--- src/rtl/tiny_soc_mmio_responder.sv ---
// MMIO target: sticky stop register, console TX FIFO drained over valid/ready, status word, cycle counter.
// Define TINY_SOC_MMIO_ERR_EN to add sticky err_o/err_addr_o for unmapped accesses and read-only writes.
module tiny_soc_mmio_responder #(
  parameter int unsigned              MMIOAddrWidth = 31,
  parameter int unsigned              DataWidth     = 64,
  parameter logic [MMIOAddrWidth-1:0] BaseAddr      = 'h10000000,
  parameter int unsigned              FifoDepth     = 16,
  localparam int unsigned             StrbWidth     = DataWidth >> 3
) (
  input  logic                     clk_i,
  input  logic                     rst_i,
  input  logic                     mmio_req_i,
  input  logic [MMIOAddrWidth-1:0] mmio_addr_i,
  input  logic [DataWidth-1:0]     mmio_wdata_i,
  input  logic [StrbWidth-1:0]     mmio_strb_i,
  input  logic                     mmio_we_i,
  output logic [DataWidth-1:0]     mmio_rdata_o,
  output logic                     tx_valid_o,
  output logic [7:0]               tx_data_o,
  input  logic                     tx_ready_i,
  output logic                     stop_o,
`ifdef TINY_SOC_MMIO_ERR_EN
  output logic [31:0]              stop_code_o,
  output logic                     err_o,
  output logic [MMIOAddrWidth-1:0] err_addr_o
`else
  output logic [31:0]              stop_code_o
`endif
);

  localparam int unsigned PtrW = $clog2(FifoDepth);
  localparam int unsigned CntW = PtrW + 1;

  typedef enum logic [1:0] {
    REG_STOP   = 2'd0,
    REG_TX     = 2'd1,
    REG_STATUS = 2'd2,
    REG_CYCLE  = 2'd3
  } reg_sel_e;

  logic [MMIOAddrWidth-1:0] offset;
  logic                     mapped;
  reg_sel_e                 sel;

  // Modular subtraction: addresses below BaseAddr wrap to a huge index and fall out as unmapped.
  assign offset = mmio_addr_i - BaseAddr;
  assign mapped = (offset[MMIOAddrWidth-1:5] == '0);
  assign sel    = reg_sel_e'(offset[4:3]);

  logic [7:0]      fifo_mem [FifoDepth];
  logic [PtrW-1:0] wr_ptr;
  logic [PtrW-1:0] rd_ptr;
  logic [CntW-1:0] count;
  logic [31:0]     ovf_cnt;
  logic [63:0]     cycle_cnt;
  logic            empty;
  logic            full;
  logic            pop;
  logic            push_req;
  logic            push_ok;
  logic            stop_wr;
  logic            err_bit;

  assign empty      = (count == '0);
  assign full       = (count == CntW'(FifoDepth));
  assign tx_valid_o = !empty;
  assign tx_data_o  = fifo_mem[rd_ptr];
  assign pop        = tx_valid_o && tx_ready_i;
  assign push_req   = mmio_req_i && mmio_we_i && mapped && (sel == REG_TX) && mmio_strb_i[0];
  // When full, the slot being popped this edge is the one the push writes into.
  assign push_ok    = push_req && (!full || pop);
  assign stop_wr    = mmio_req_i && mmio_we_i && mapped && (sel == REG_STOP) && (mmio_strb_i[3:0] != '0);

  logic [DataWidth-1:0] status_word;
  logic [DataWidth-1:0] rd_next;

  always_comb begin
    status_word        = '0;
    status_word[63:48] = 16'(count);
    status_word[47:16] = ovf_cnt;
    status_word[2]     = err_bit;
    status_word[1]     = full;
    status_word[0]     = empty;
  end

  always_comb begin
    rd_next = '0;
    if (mapped) begin
      case (sel)
        REG_STOP:   rd_next = {31'b0, stop_o, stop_code_o};
        REG_TX:     rd_next = '0;
        REG_STATUS: rd_next = status_word;
        REG_CYCLE:  rd_next = cycle_cnt;
      endcase
    end
  end

  always_ff @(posedge clk_i) begin
    if (rst_i) begin
      mmio_rdata_o <= '0;
      stop_o       <= 1'b0;
      stop_code_o  <= '0;
      wr_ptr       <= '0;
      rd_ptr       <= '0;
      count        <= '0;
      ovf_cnt      <= '0;
      cycle_cnt    <= '0;
      for (int unsigned i = 0; i < FifoDepth; i++) begin
        fifo_mem[PtrW'(i)] <= '0;
      end
    end else begin
      cycle_cnt <= cycle_cnt + 64'd1;
      if (mmio_req_i && !mmio_we_i) begin
        mmio_rdata_o <= rd_next;
      end
      if (stop_wr) begin
        stop_o      <= 1'b1;
        stop_code_o <= mmio_wdata_i[31:0];
      end
      if (push_ok) begin
        fifo_mem[wr_ptr] <= mmio_wdata_i[7:0];
        wr_ptr           <= wr_ptr + PtrW'(1);
      end
      if (pop) begin
        rd_ptr <= rd_ptr + PtrW'(1);
      end
      if (push_ok && !pop) begin
        count <= count + CntW'(1);
      end else if (!push_ok && pop) begin
        count <= count - CntW'(1);
      end
      if (push_req && !push_ok && (ovf_cnt != '1)) begin
        ovf_cnt <= ovf_cnt + 32'd1;
      end
    end
  end

`ifdef TINY_SOC_MMIO_ERR_EN
  logic err_evt;
  assign err_evt = mmio_req_i &&
                   (!mapped || (mmio_we_i && ((sel == REG_STATUS) || (sel == REG_CYCLE))));
  assign err_bit = err_o;

  always_ff @(posedge clk_i) begin
    if (rst_i) begin
      err_o      <= 1'b0;
      err_addr_o <= '0;
    end else if (err_evt && !err_o) begin
      err_o      <= 1'b1;
      err_addr_o <= mmio_addr_i;
    end
  end
`else
  assign err_bit = 1'b0;
`endif

  logic unused_bits;
  assign unused_bits = ^{mmio_wdata_i[DataWidth-1:32], mmio_strb_i[StrbWidth-1:4], offset[2:0]};

endmodule

--- config.mk ---
export PLATFORM = sky130hd
export DESIGN_NAME = tiny_soc_mmio_responder
export DESIGN_NICKNAME = d
export VERILOG_FILES = /design/src/rtl/tiny_soc_mmio_responder.sv
export SDC_FILE = /design/constraint.sdc
export NUM_CORES = 1
export LEC_CHECK = 0
export CAP_MARGIN = 20
export CORE_ASPECT_RATIO = 1.25
export CORE_UTILIZATION = 30
export DETAILED_ROUTE_END_ITERATION = 12
export DONT_BUFFER_PORTS = 1
export GPL_TIMING_DRIVEN = 0
export PLACE_DENSITY = 0.4
export SKIP_LAST_GASP = 1
export SLEW_MARGIN = 20
export SYNTH_ARGS = -nofsm -noshare
export SYNTH_HDL_FRONTEND = slang
export SYNTH_SLANG_ARGS = --single-unit
--- constraint.sdc ---
create_clock -name clk_i -period 11.39 [get_ports clk_i]
set_input_delay 2.8475 -clock clk_i [delete_from_list [all_inputs] [get_ports clk_i]]
set_output_delay 2.8475 -clock clk_i [all_outputs]
set_load 0.05 [all_outputs]
==> Implementation_results.wiki <==
{| class="wikitable"
! Metric !! Value
|-
| Post-layout nets || 1663
|-
| # IOs || 214
|-
| Iteration count of the initial detailed-routing pass || 5
|-
| Insertion delay of the later-clocked pin in the worst-skew pair || 0.55 ns
|-
| Fraction of post-synthesis cell area in the top cell type by area || 27.48%
|-
| Remaining global-route overflow || 0
|-
| Die X || 204.0 µm
|-
| Cells after DPL || 2157
|-
| Sink Count || 338
|-
| HP Class || flop to flop
|-
| Setup violation total in the final timing report || 0
|-
| Remaining number of nets flagged by the antenna check after routing || 0
|-
| Cell area reported after detailed placement || 0.01614 mm²
|-
| RSZ-0062 raised after global routing || no
|-
| Flip-flop cell with the highest count after synthesis || sky130_fd_sc_hd__dfxtp_1
|-
| Final-layout setup total negative slack || 0 ns
|-
| Post-synth net total || 1619
|-
| Distinct cell type count of the synthesized netlist || 53
|-
| Maximum fanout along the worst path || 10
|-
| Level count of the clock H-tree || 2
|-
| Type of origin of the critical path || input port
|-
| Leading cell type in the layout, fill and taps excluded || sky130_fd_sc_hd__nor2_1
|-
| Post-synthesis cell type with the largest combined area || sky130_fd_sc_hd__dfxtp_1
|-
| Fin Hold WS || 0.4871 ns
|-
| Number of buffers on the longest clock path || 3
|-
| Fraction of synthesis flops using an asynchronous set or reset pin || 0%
|-
| Routed Wire Length || 51450 µm
|-
| Worst rel slew slack || 28.20%
|-
| Chip height || 254.5 µm
|-
| Post-CTS sizing || 0
|-
| Number of rows created at floorplan || 92
|-
| Count of vias placed by the detailed router || 11530
|-
| Setup Buffers After CTS || 0
|-
| Outcome || finished, final reports clean
|-
| Combinational share of power || 2.8%
|-
| Share of the yosys chip area belonging to registers || 52.60%
|-
| Multiplexer area fraction after synthesis || 11.30%
|-
| Static power due to leakage || 5.326 nW
|-
| Worst Clk Skew || 0.02271 ns
|-
| Wire length per cell after detailed routing || 23.07 µm
|-
| Root buffer cell || sky130_fd_sc_hd__clkbuf_16
|-
| Final Hold Viols || 0
|-
| Synth-to-layout area growth || 13.99%
|-
| Power Internal || 2.055 mW
|-
| DR iter-0 viols || 659
|-
| Peak supply drop || 78.63 µV
|-
| Required time worst endpoint || 11.55 ns
|-
| Pin count of the biggest net entering global routing || 13
|-
| Arrival time at the worst endpoint || 6.30 ns
|-
| Post-synthesis simple-gate area fraction || 19.91%
|-
| Share of synthesized cell area in full adder, half adder and majority cells || 1.112%
|-
| FMAX || 162.8 MHz
|-
| Post-synthesis sequential element count || 338
|-
| Number of buffers inserted by hold repair at cts || 0
|-
| Post-layout instance count excluding filler cells || 2230
|-
| Die area || 0.05192 mm²
|-
| Net Sw Power || 0.5743 mW
|-
| Share of the synthesized area in compound gates (AO/OA/AOI/OAI) || 9.805%
|-
| Routability Congestion || 0.8037
|-
| Min Tclk post-route || 6.144 ns
|-
| Total number of yosys warnings || 0
|-
| Inserted Clock Buffers || 39
|-
| Wire length of the first global-routing pass || 76180 µm
|-
| Cells taking the most area after synthesis || sky130_fd_sc_hd__dfxtp_1 (27%), sky130_fd_sc_hd__edfxtp_1 (25%), sky130_fd_sc_hd__nor2_1 (6.2%)
|-
| PnR Total Power || 2.629 mW
|-
| Fraction of power consumed by sequential logic || 48.8%
|-
| Total power per unit cell area || 150.7 mW/mm²
|-
| CTS tree || yes
|-
| Final HPWL from detailed placement || 37900 µm
|-
| Clock-pin transition on the worst setup and hold timing paths || 0.06 ns
|-
| Average size of a mapped cell || 10.21 µm²
|-
| Number of max-cap violations || 0
|-
| Ratio of cells with drive above 1 in the final layout || 10.31%
|-
| Setup Crit Path Kind || input port to flop
|-
| Worst slew pin tran || 1.075 ns
|-
| Main combinational cell family by area after synthesis || simple AND/OR/NAND/NOR gates
|-
| Max-slew violation total from the final report || 0
|-
| Buffers on Ports || 0
|-
| Endpoint kind of the worst setup timing path || flop
|-
| Number of enable flip-flop cells after synthesis || 128
|-
| Cell count after synthesis || 1498
|-
| Switching Fraction || 21.84%
|-
| Antenna violations before repair || 1
|-
| Vias in the first global route || 11700
|-
| Share of the cycle needed by the critical path after routing || 53.94%
|-
| Initial Util || 30.35%
|-
| Tot GR Track Use || 19.94%
|-
| Via-per-instance ratio || 5.170
|-
| DRC violation count after routing || 0
|-
| Cell Area, Synth || 0.01530 mm²
|-
| Most used cells in the layout excluding fill and tap cells || sky130_fd_sc_hd__nor2_1 (252), sky130_fd_sc_hd__dfxtp_1 (210), sky130_fd_sc_hd__edfxtp_1 (128)
|-
| XOR/XNOR share of the synthesized area || 2.232%
|-
| Area inside the core boundary || 0.05042 mm²
|-
| Final standard cell area without fillers || 0.01744 mm²
|-
| Clock share of power || 48.4%
|}
## state kept, by name, indices dropped and copies added (netlist names), named ones only
| signal | flops |
|---|---|
| cycle_cnt | 64 |
| rd_ptr | 4 |
| stop_o | 1 |
| ovf_cnt | 32 |
| mmio_rdata_o | 64 |
| fifo_mem | 128 |
| count | 5 |
| wr_ptr | 4 |
| stop_code_o | 32 |
## power groups by stage
stage               clock [mW]  combinational [mW]  sequential (mW)
global route              1.36              0.0813             1.28
global placement             0              0.0766             1.31
detailed placement           0              0.0769             1.31
floorplan                    0              0.0478             1.30
CTS                       1.31              0.0770             1.28
finish                    1.27              0.0748             1.28
## through the flow
| step | util (%) | setup WS [ns] |
|---|---|---|
| 6_report | 34.59 | 5.246 |
| 5_1_grt | 34.59 | 4.924 |
| 4_1_cts | 34.53 | 5.118 |
| 3_5_place_dp | 32.02 | 4.578 |
| 3_3_place_gp | 31.98 | 4.668 |
| 2_1_floorplan | - | 5.568 |
## synth_stat cells, types with 7 or more instances
master and n:
sky130_fd_sc_hd__nor2_1 252, sky130_fd_sc_hd__and2_1 7, sky130_fd_sc_hd__inv_1 18, sky130_fd_sc_hd__a22o_1 13
sky130_fd_sc_hd__or3_1 19, sky130_fd_sc_hd__xor2_1 25, sky130_fd_sc_hd__o21bai_1 12, sky130_fd_sc_hd__buf_1 16
sky130_fd_sc_hd__o21ai_0 25, sky130_fd_sc_hd__mux4_2 40, sky130_fd_sc_hd__clkbuf_1 78, sky130_fd_sc_hd__nor3_1 12
sky130_fd_sc_hd__mux2_2 37, sky130_fd_sc_hd__mux2i_1 40, sky130_fd_sc_hd__dfxtp_1 210, sky130_fd_sc_hd__and4_1 11
sky130_fd_sc_hd__nand3_1 62, sky130_fd_sc_hd__xnor2_1 14, sky130_fd_sc_hd__nor4_1 12, sky130_fd_sc_hd__and3_1 9
sky130_fd_sc_hd__edfxtp_1 128, sky130_fd_sc_hd__or4_1 44, sky130_fd_sc_hd__a22oi_1 35, sky130_fd_sc_hd__a21oi_1 97
sky130_fd_sc_hd__nand2_1 125, sky130_fd_sc_hd__o31ai_1 37, sky130_fd_sc_hd__nor2b_1 14, sky130_fd_sc_hd__buf_2 9
sky130_fd_sc_hd__ha_1 12, sky130_fd_sc_hd__nand4_1 36
## logic make-up after synthesis
family,after synthesis
AO/OA/AOI/OAI,238
XOR/XNOR,39
adder cells (fa/ha/maj),13
multiplexers,118
buffers and inverters,121
flip-flops,338
AND/OR/NAND/NOR,631
## cell type report
cell class	count	area (µm²)
Antenna cell	1	2.502
Sequential cell	338	8048
Clock inverter	10	121.4
Multi-Input combinational cell	1039	6802
Buffer	103	400.4
Clock buffer	60	1147
Tap cell	658	823.3
Fill cell	5195	32980
Inverter	18	67.56
Timing Repair Buffer	3	30.03
## layer usage
metal	vias up	routed length (µm)	GRT usage, %
met5	-	0	0
met4	0	1186	5.672
met3	58	3240	5.405
met2	243	27050	36.75
met1	5661	19970	22.29
li1	5568	-	-
## final timing paths
path / from / endpoint / depth (start not counted) / slack (ns)
worst min register to register: cycle_cnt[58] / mmio_rdata_o[58] / 2 / 0.49
worst max-delay path: mmio_addr_i[28] / fifo_mem[12][3] / 8 / 5.25
worst min-delay path: cycle_cnt[58] / mmio_rdata_o[58] / 2 / 0.49
worst max register to register: count[0] / count[4] / 13 / 7.67
## worst max-delay path, stage by stage
cell                       delay (ns)
sky130_fd_sc_hd__inv_1           0.02
sky130_fd_sc_hd__ha_1            0.26
sky130_fd_sc_hd__nor4bb_1        0.26
sky130_fd_sc_hd__nand4_1         0.52
sky130_fd_sc_hd__nor3_1          0.39
sky130_fd_sc_hd__clkbuf_1        0.52
sky130_fd_sc_hd__nand3b_1        0.49
sky130_fd_sc_hd__o21bai_1        0.98
Power figures use the tool's default switching activity.
